[src/rtl/ga_pkg.sv]
// rtl/ga_pkg.sv - shared state encoding and default widths for the GA generation controller
package ga_pkg;

  localparam int INT8_LENGTH_DEFAULT    = 8;
  localparam int IND_FIT_LENGTH_DEFAULT = 10;

  typedef enum logic [2:0] {
    ST_IDLE  = 3'd0,
    ST_LOAD  = 3'd1,
    ST_EVAL  = 3'd2,
    ST_XOVER = 3'd3,
    ST_MUT   = 3'd4,
    ST_DONE  = 3'd5
  } ga_state_t;

endpackage

[src/rtl/ga_min_tracker.sv]
// rtl/ga_min_tracker.sv - running minimum fitness and its index; ties keep the earlier holder
module ga_min_tracker #(
  parameter int IDX_W = 8,
  parameter int FIT_W = 10
) (
  input  logic             clk,
  input  logic             rst,
  input  logic             i_clear,
  input  logic             i_upd,
  input  logic [FIT_W-1:0] i_fit,
  input  logic [IDX_W-1:0] i_idx,
  output logic [FIT_W-1:0] o_min,
  output logic [IDX_W-1:0] o_argmin
);

  // clear arms the tracker with the worst possible fitness; strict compare keeps the first minimum
  always_ff @(posedge clk or posedge rst) begin
    if (rst) begin
      o_min    <= '0;
      o_argmin <= '0;
    end else if (i_clear) begin
      o_min    <= '1;
      o_argmin <= '0;
    end else if (i_upd && (i_fit < o_min)) begin
      o_min    <= i_fit;
      o_argmin <= i_idx;
    end
  end

endmodule

[src/rtl/ga_gen_ctrl.sv]
// rtl/ga_gen_ctrl.sv - GA generation sequencer (load, eval, crossover, mutation); GA_ELITISM_EN skips best_idx in XOVER/MUT
module ga_gen_ctrl
  import ga_pkg::*;
#(
  parameter int INT8_LENGTH    = INT8_LENGTH_DEFAULT,
  parameter int IND_FIT_LENGTH = IND_FIT_LENGTH_DEFAULT
) (
  input  logic                      clk,
  input  logic                      rst,
  input  logic                      start,
  input  logic [INT8_LENGTH-1:0]    Num_generations,
  input  logic [INT8_LENGTH-1:0]    Pop_size,
  input  logic [INT8_LENGTH-1:0]    crossoverFraction,
  input  logic                      load_valid,
  output logic                      load_ready,
  output logic                      eval_req,
  output logic [INT8_LENGTH-1:0]    eval_idx,
  input  logic                      eval_ack,
  input  logic [IND_FIT_LENGTH-1:0] eval_fit,
  output logic                      xover_req,
  output logic [INT8_LENGTH-1:0]    xover_idx,
  input  logic                      xover_ack,
  output logic                      mut_req,
  output logic [INT8_LENGTH-1:0]    mut_idx,
  input  logic                      mut_ack,
  output logic                      busy,
  output logic                      done,
  output logic [INT8_LENGTH-1:0]    gen_cnt,
  output logic [IND_FIT_LENGTH-1:0] Min_fit_out,
  output logic [INT8_LENGTH-1:0]    best_idx
);

  localparam int W = INT8_LENGTH;
  localparam logic [W-1:0] ONE = {{(W-1){1'b0}}, 1'b1};

  ga_state_t      r_state;
  logic [W-1:0]   r_num_gen;
  logic [W-1:0]   r_pop;
  logic [W-1:0]   r_xfrac;
  logic [W-1:0]   r_cnt;     // items completed in the current phase / load beats
  logic [W-1:0]   r_idx;     // next candidate index before any elitism skip

  logic [2*W-1:0] w_prod;
  logic [W-1:0]   w_nx;
  logic [W-1:0]   w_mut_n;
  logic [W-1:0]   w_issue_idx;
  logic [W-1:0]   w_cnt_nxt;
  logic           w_skip;
  logic           w_clear;
  logic           w_upd;

  assign w_prod    = {{W{1'b0}}, r_pop} * {{W{1'b0}}, r_xfrac};
  assign w_nx      = w_prod[2*W-1:W];
  assign w_cnt_nxt = r_cnt + ONE;

`ifdef GA_ELITISM_EN
  // the elite individual is never crossed or mutated, so MUT has one item fewer
  assign w_skip  = (r_idx == best_idx);
  assign w_mut_n = r_pop - ONE;
`else
  assign w_skip  = 1'b0;
  assign w_mut_n = r_pop;
`endif

  // skipping is folded into the issued index so no idle cycle is spent on the elite
  assign w_issue_idx = w_skip ? (r_idx + ONE) : r_idx;
  assign w_clear     = (r_state == ST_IDLE) && start;
  assign w_upd       = (r_state == ST_EVAL) && eval_req && eval_ack;

  ga_min_tracker #(
    .IDX_W (W),
    .FIT_W (IND_FIT_LENGTH)
  ) u_min_tracker (
    .clk      (clk),
    .rst      (rst),
    .i_clear  (w_clear),
    .i_upd    (w_upd),
    .i_fit    (eval_fit),
    .i_idx    (eval_idx),
    .o_min    (Min_fit_out),
    .o_argmin (best_idx)
  );

  // phase sequencer; a low req is raised next cycle, an acked req drops for one cycle
  always_ff @(posedge clk or posedge rst) begin
    if (rst) begin
      r_state    <= ST_IDLE;
      r_num_gen  <= '0;
      r_pop      <= '0;
      r_xfrac    <= '0;
      r_cnt      <= '0;
      r_idx      <= '0;
      load_ready <= 1'b0;
      eval_req   <= 1'b0;
      eval_idx   <= '0;
      xover_req  <= 1'b0;
      xover_idx  <= '0;
      mut_req    <= 1'b0;
      mut_idx    <= '0;
      busy       <= 1'b0;
      done       <= 1'b0;
      gen_cnt    <= '0;
    end else begin
      done <= 1'b0;
      case (r_state)
        ST_IDLE: begin
          if (start) begin
            r_num_gen <= Num_generations;
            r_pop     <= Pop_size;
            r_xfrac   <= crossoverFraction;
            r_cnt     <= '0;
            r_idx     <= '0;
            gen_cnt   <= '0;
            busy      <= 1'b1;
            if (Pop_size == '0) begin
              done    <= 1'b1;
              r_state <= ST_DONE;
            end else begin
              load_ready <= 1'b1;
              r_state    <= ST_LOAD;
            end
          end
        end

        ST_LOAD: begin
          if (load_valid && load_ready) begin
            if (w_cnt_nxt == r_pop) begin
              load_ready <= 1'b0;
              r_cnt      <= '0;
              r_idx      <= '0;
              r_state    <= ST_EVAL;
            end else begin
              r_cnt <= w_cnt_nxt;
            end
          end
        end

        ST_EVAL: begin
          if (!eval_req) begin
            eval_req <= 1'b1;
            eval_idx <= r_idx;
            r_idx    <= r_idx + ONE;
          end else if (eval_ack) begin
            eval_req <= 1'b0;
            if (w_cnt_nxt == r_pop) begin
              r_cnt <= '0;
              r_idx <= '0;
              if (gen_cnt == r_num_gen) begin
                done    <= 1'b1;
                r_state <= ST_DONE;
              end else if (w_nx != '0) begin
                r_state <= ST_XOVER;
              end else if (w_mut_n != '0) begin
                r_state <= ST_MUT;
              end else begin
                gen_cnt <= gen_cnt + ONE;
              end
            end else begin
              r_cnt <= w_cnt_nxt;
            end
          end
        end

        ST_XOVER: begin
          if (!xover_req) begin
            xover_req <= 1'b1;
            xover_idx <= w_issue_idx;
            r_idx     <= w_issue_idx + ONE;
          end else if (xover_ack) begin
            xover_req <= 1'b0;
            if (w_cnt_nxt == w_nx) begin
              r_cnt <= '0;
              r_idx <= '0;
              if (w_mut_n != '0) begin
                r_state <= ST_MUT;
              end else begin
                gen_cnt <= gen_cnt + ONE;
                r_state <= ST_EVAL;
              end
            end else begin
              r_cnt <= w_cnt_nxt;
            end
          end
        end

        ST_MUT: begin
          if (!mut_req) begin
            mut_req <= 1'b1;
            mut_idx <= w_issue_idx;
            r_idx   <= w_issue_idx + ONE;
          end else if (mut_ack) begin
            mut_req <= 1'b0;
            if (w_cnt_nxt == w_mut_n) begin
              r_cnt   <= '0;
              r_idx   <= '0;
              gen_cnt <= gen_cnt + ONE;
              r_state <= ST_EVAL;
            end else begin
              r_cnt <= w_cnt_nxt;
            end
          end
        end

        ST_DONE: begin
          busy    <= 1'b0;
          r_state <= ST_IDLE;
        end

        default: begin
          r_state <= ST_IDLE;
        end
      endcase
    end
  end

endmodule

[config.mk]
export PLATFORM = sky130hd
export DESIGN_NAME = ga_gen_ctrl
export DESIGN_NICKNAME = d
export VERILOG_FILES = /design/src/rtl/ga_pkg.sv /design/src/rtl/ga_min_tracker.sv /design/src/rtl/ga_gen_ctrl.sv
export SDC_FILE = /design/constraint.sdc
export NUM_CORES = 1
export LEC_CHECK = 0
export CORE_MARGIN = 2
export CORE_UTILIZATION = 45
export DETAILED_ROUTE_END_ITERATION = 10
export PLACE_DENSITY = 0.65
export SLEW_MARGIN = 0
export SYNTH_ARGS = -nofsm -noshare
export SYNTH_HDL_FRONTEND = slang
export SYNTH_SLANG_ARGS = --single-unit
[constraint.sdc]
create_clock -name clk -period 8 [get_ports clk]
set_clock_uncertainty 0.15 [all_clocks]
set_input_delay 1.2 -clock clk [delete_from_list [all_inputs] [get_ports clk]]
set_output_delay 1.2 -clock clk [all_outputs]
set_load 0.01 [all_outputs]
==> impl_metrics.env <==
export IMPL_cp_startpoint="r_pop[0]"
export IMPL_hold_buffers=0
export IMPL_cts_setup_buffers=0
export IMPL_power_internal_w=0.002254
export IMPL_mostFrequentLayoutCells="nand2_1, dfrtp_1, clkdlybuf4s50_1"
export IMPL_cts_buffers=9
export IMPL_p_comb_frac=0.659
export IMPL_drtPass1Iterations=5
export IMPL_place_area_um2=8608
export IMPL_path_delay_family="adder cells"
export IMPL_drc=0
export IMPL_critPathLaunchType="flop"
export IMPL_diodes=0
export IMPL_hold_path_class="reg2reg"
export IMPL_vias=6171
export IMPL_drtIter0Drc=455
export IMPL_start_util=0.4566
export IMPL_p_sw_frac=0.4711
export IMPL_cts_buffer_depth=2
export IMPL_final_area_um2=8925
export IMPL_layout_commonest_cell="nand2_1"
export IMPL_holdWs_ns=0.3505
export IMPL_dp_hpwl_mm=14.08
export IMPL_hold_start="r_num_gen[3]"
export IMPL_viasPerCell=5.461
export IMPL_cp_slowest_cell="dfrtp_1"
export IMPL_dieArea_um2=17700
export IMPL_clock_fmax_ghz=0.1553
export IMPL_yosysWarnings=0
export IMPL_regMostFlops="u_min_tracker.o_min"
export IMPL_max_cap_violations=0
export IMPL_syn_nets=953
export IMPL_core_area_um2=16410
export IMPL_yosysUniqueCellTypes=70
export IMPL_critPathRequiredTime_ns=8.10
export IMPL_maxSlewViolCount=0
export IMPL_postSynthRegisterBits=99
export IMPL_fillCellCount=1547
export IMPL_path_clk_slew_ns=0.08
export IMPL_grt_pass1_wl_mm=31.62
export IMPL_syn2layout_area_growth_pct=19.12
export IMPL_p_leak_nw=4.118
export IMPL_grt_pass1_vias=6137
export IMPL_r2r_start="r_pop[0]"
export IMPL_rsz0062_at_grt="no"
export IMPL_maxSlewHeadroom=0.1850
export IMPL_syn_cell_area_um2=7492
export IMPL_finalHoldViolCount=0
export IMPL_grt_usage=0.2237
export IMPL_largest_register_ffs=10
export IMPL_cts_resized_gates=0
export IMPL_pin_count=97
export IMPL_antenna_found_initial=0
export IMPL_die_h_um=133.0
export IMPL_gp_congestion=0.8755
export IMPL_cts_max_level=3
export IMPL_cp_cell_sequence="nand2_1 > fa_1 > fa_1 > inv_1 > fa_1 > fa_1 > ha_1 > o21a_1 > a21oi_2 > a21boi_2 > xnor3_4 > a2111oi_0 > and4_1 > a31oi_1 > nor3_1 > mux2_2"
export IMPL_avgSynthCellArea_um2=9.005
export IMPL_postRouteAntennaNets=0
export IMPL_worst_pin_slew_ns=1.217
export IMPL_grt_max_degree=74
export IMPL_power_share_clock=0.107
export IMPL_portBuffers=96
export IMPL_period_needed_ns=6.441
export IMPL_p_switching_w=0.002008
export IMPL_path_max_fanout=15
export IMPL_num_rows=47
export IMPL_cts_sinks=99
export IMPL_die_x_um=133.0
export IMPL_synth_edf_count=0
export IMPL_cts_tree="built"
export IMPL_drive_gt1_frac=0.07692
export IMPL_critical_path_max_stage_delay_ns=0.62
export IMPL_nNetsFinal=1026
export IMPL_power_frac_seq=0.234
export IMPL_synth_top_flop_cell="dfrtp_1"
export IMPL_finalSetupTns_ns=0
export IMPL_clock_latency_ns=0.36
export IMPL_crit_top_cell="fa_1"
export IMPL_ir_drop_mv=0.3118
export IMPL_status="finished clean"
export IMPL_root_buffer="clkbuf_16"
export IMPL_period_share=0.8051
export IMPL_setup_viol_count_final=0
export IMPL_path_class="reg2reg"
export IMPL_async_flop_share=1.000
export IMPL_gr_total_overflow=0
export IMPL_end_kind="flop"
export IMPL_routed_wl_mm=18.56
export IMPL_wire_per_inst_um=16.43
export IMPL_power_density_nw_per_um2=477.4
export IMPL_cp_arrival_ns=6.54
export IMPL_synthCells=832
export IMPL_cp_num_buf_inv=1
export IMPL_ys_seq_area_frac=0.3307
==> logic make-up (layout without fill, tap and decap cells) <==
logic type	Yosys count	count (layout)	share of synthesized area
compound gates	159	159	0.1416
xor+xnor	33	33	0.04709
fa+ha+maj	80	80	0.1687
buf+inv	107	185	0.05594
flops	99	99	0.3307
mux	31	31	0.04576
simple gates	323	323	0.2103
==> worst paths after layout <==
| check | to | slack (ns) | depth (start not counted) |
|---|---|---|---|
| min in group asynchronous | r_xfrac[2] | 1.01 | 2 |
| min | r_num_gen[3] | 0.35 | 2 |
| max reg2reg | gen_cnt[1] | 1.56 | 16 |
| max in group asynchronous | u_min_tracker.o_min[1] | 5.45 | 3 |
| max | gen_cnt[1] | 1.56 | 16 |
| min reg2reg | r_num_gen[3] | 0.35 | 2 |
==> through the flow <==
| step | worst slack [ns] | power [W] | utilization | cells |
|---|---|---|---|---|
| after floorplan | 2.130 | 0.003084 | - | 832 |
| after CTS | 1.583 | 0.004276 | 0.5440 | 1130 |
| after global routing | 1.122 | 0.004683 | 0.5440 | 1130 |
| after global placement | 1.694 | 0.003773 | 0.5247 | 1114 |
| after detailed placement | 1.614 | 0.003802 | 0.5247 | 1114 |
| final | 1.559 | 0.004261 | 0.5440 | 1130 |
==> cell usage after synthesis, types with 10 or more instances <==
cell        n  area, um^2
nand2_1   127       476.7
dfrtp_1    99        2477
inv_1      67       251.5
o21ai_0    48       240.2
ha_1       45       563.0
nand3_1    44       220.2
and2_1     42       262.8
fa_1       35       700.7
nor2_1     34       127.6
clkbuf_1   30       112.6
a21oi_1    26       130.1
mux2_2     26       292.8
xor2_1     16       140.1
nor3_1     15       75.07
xnor2_1    13       113.9
a31oi_1    11       68.82
a21o_1     10       75.07
==> power groups by stage <==
stage / sequential, W / clock, W / combinational, W
2_1_floorplan: 0.000899 / 0 / 0.00218
3_3_place_gp: 0.000998 / 0 / 0.00277
3_5_place_dp: 0.00100 / 0 / 0.00280
4_1_cts: 0.000995 / 0.000463 / 0.00282
5_1_grt: 0.00104 / 0.000483 / 0.00316
6_report: 0.000998 / 0.000455 / 0.00281
==> routing by layer <==
layer  global-route usage  wire (um)  up-vias
li1                     -          -     3016
met1               0.3149       8706     2994
met2               0.3546       8742      137
met3              0.03448        766       24
met4              0.07407        346        0
met5                    0          0        -
==> worst register-to-register path, delay by kind of cell (launching register included) <==
family	cells	cell delay, ns
fa+ha+maj	5	2.45
compound gates	5	1.49
simple gates	3	0.89
flops	1	0.62
mux	1	0.37
xor+xnor	1	0.33
buf+inv	1	0.05
==> cell type report <==
| class | count | area, um^2 | area share |
|---|---|---|---|
| multi-input cells | 626 | 4596 | 0.5149 |
| flip-flops and latches | 99 | 2477 | 0.2776 |
| repair buffers | 102 | 1006 | 0.1127 |
| well taps | 220 | 275.3 | 0.03084 |
| inverters | 67 | 254.0 | 0.02846 |
| clock buffers | 9 | 225.2 | 0.02523 |
| clock inverters | 7 | 91.34 | 0.01023 |
(Power assumes the default switching activity.)
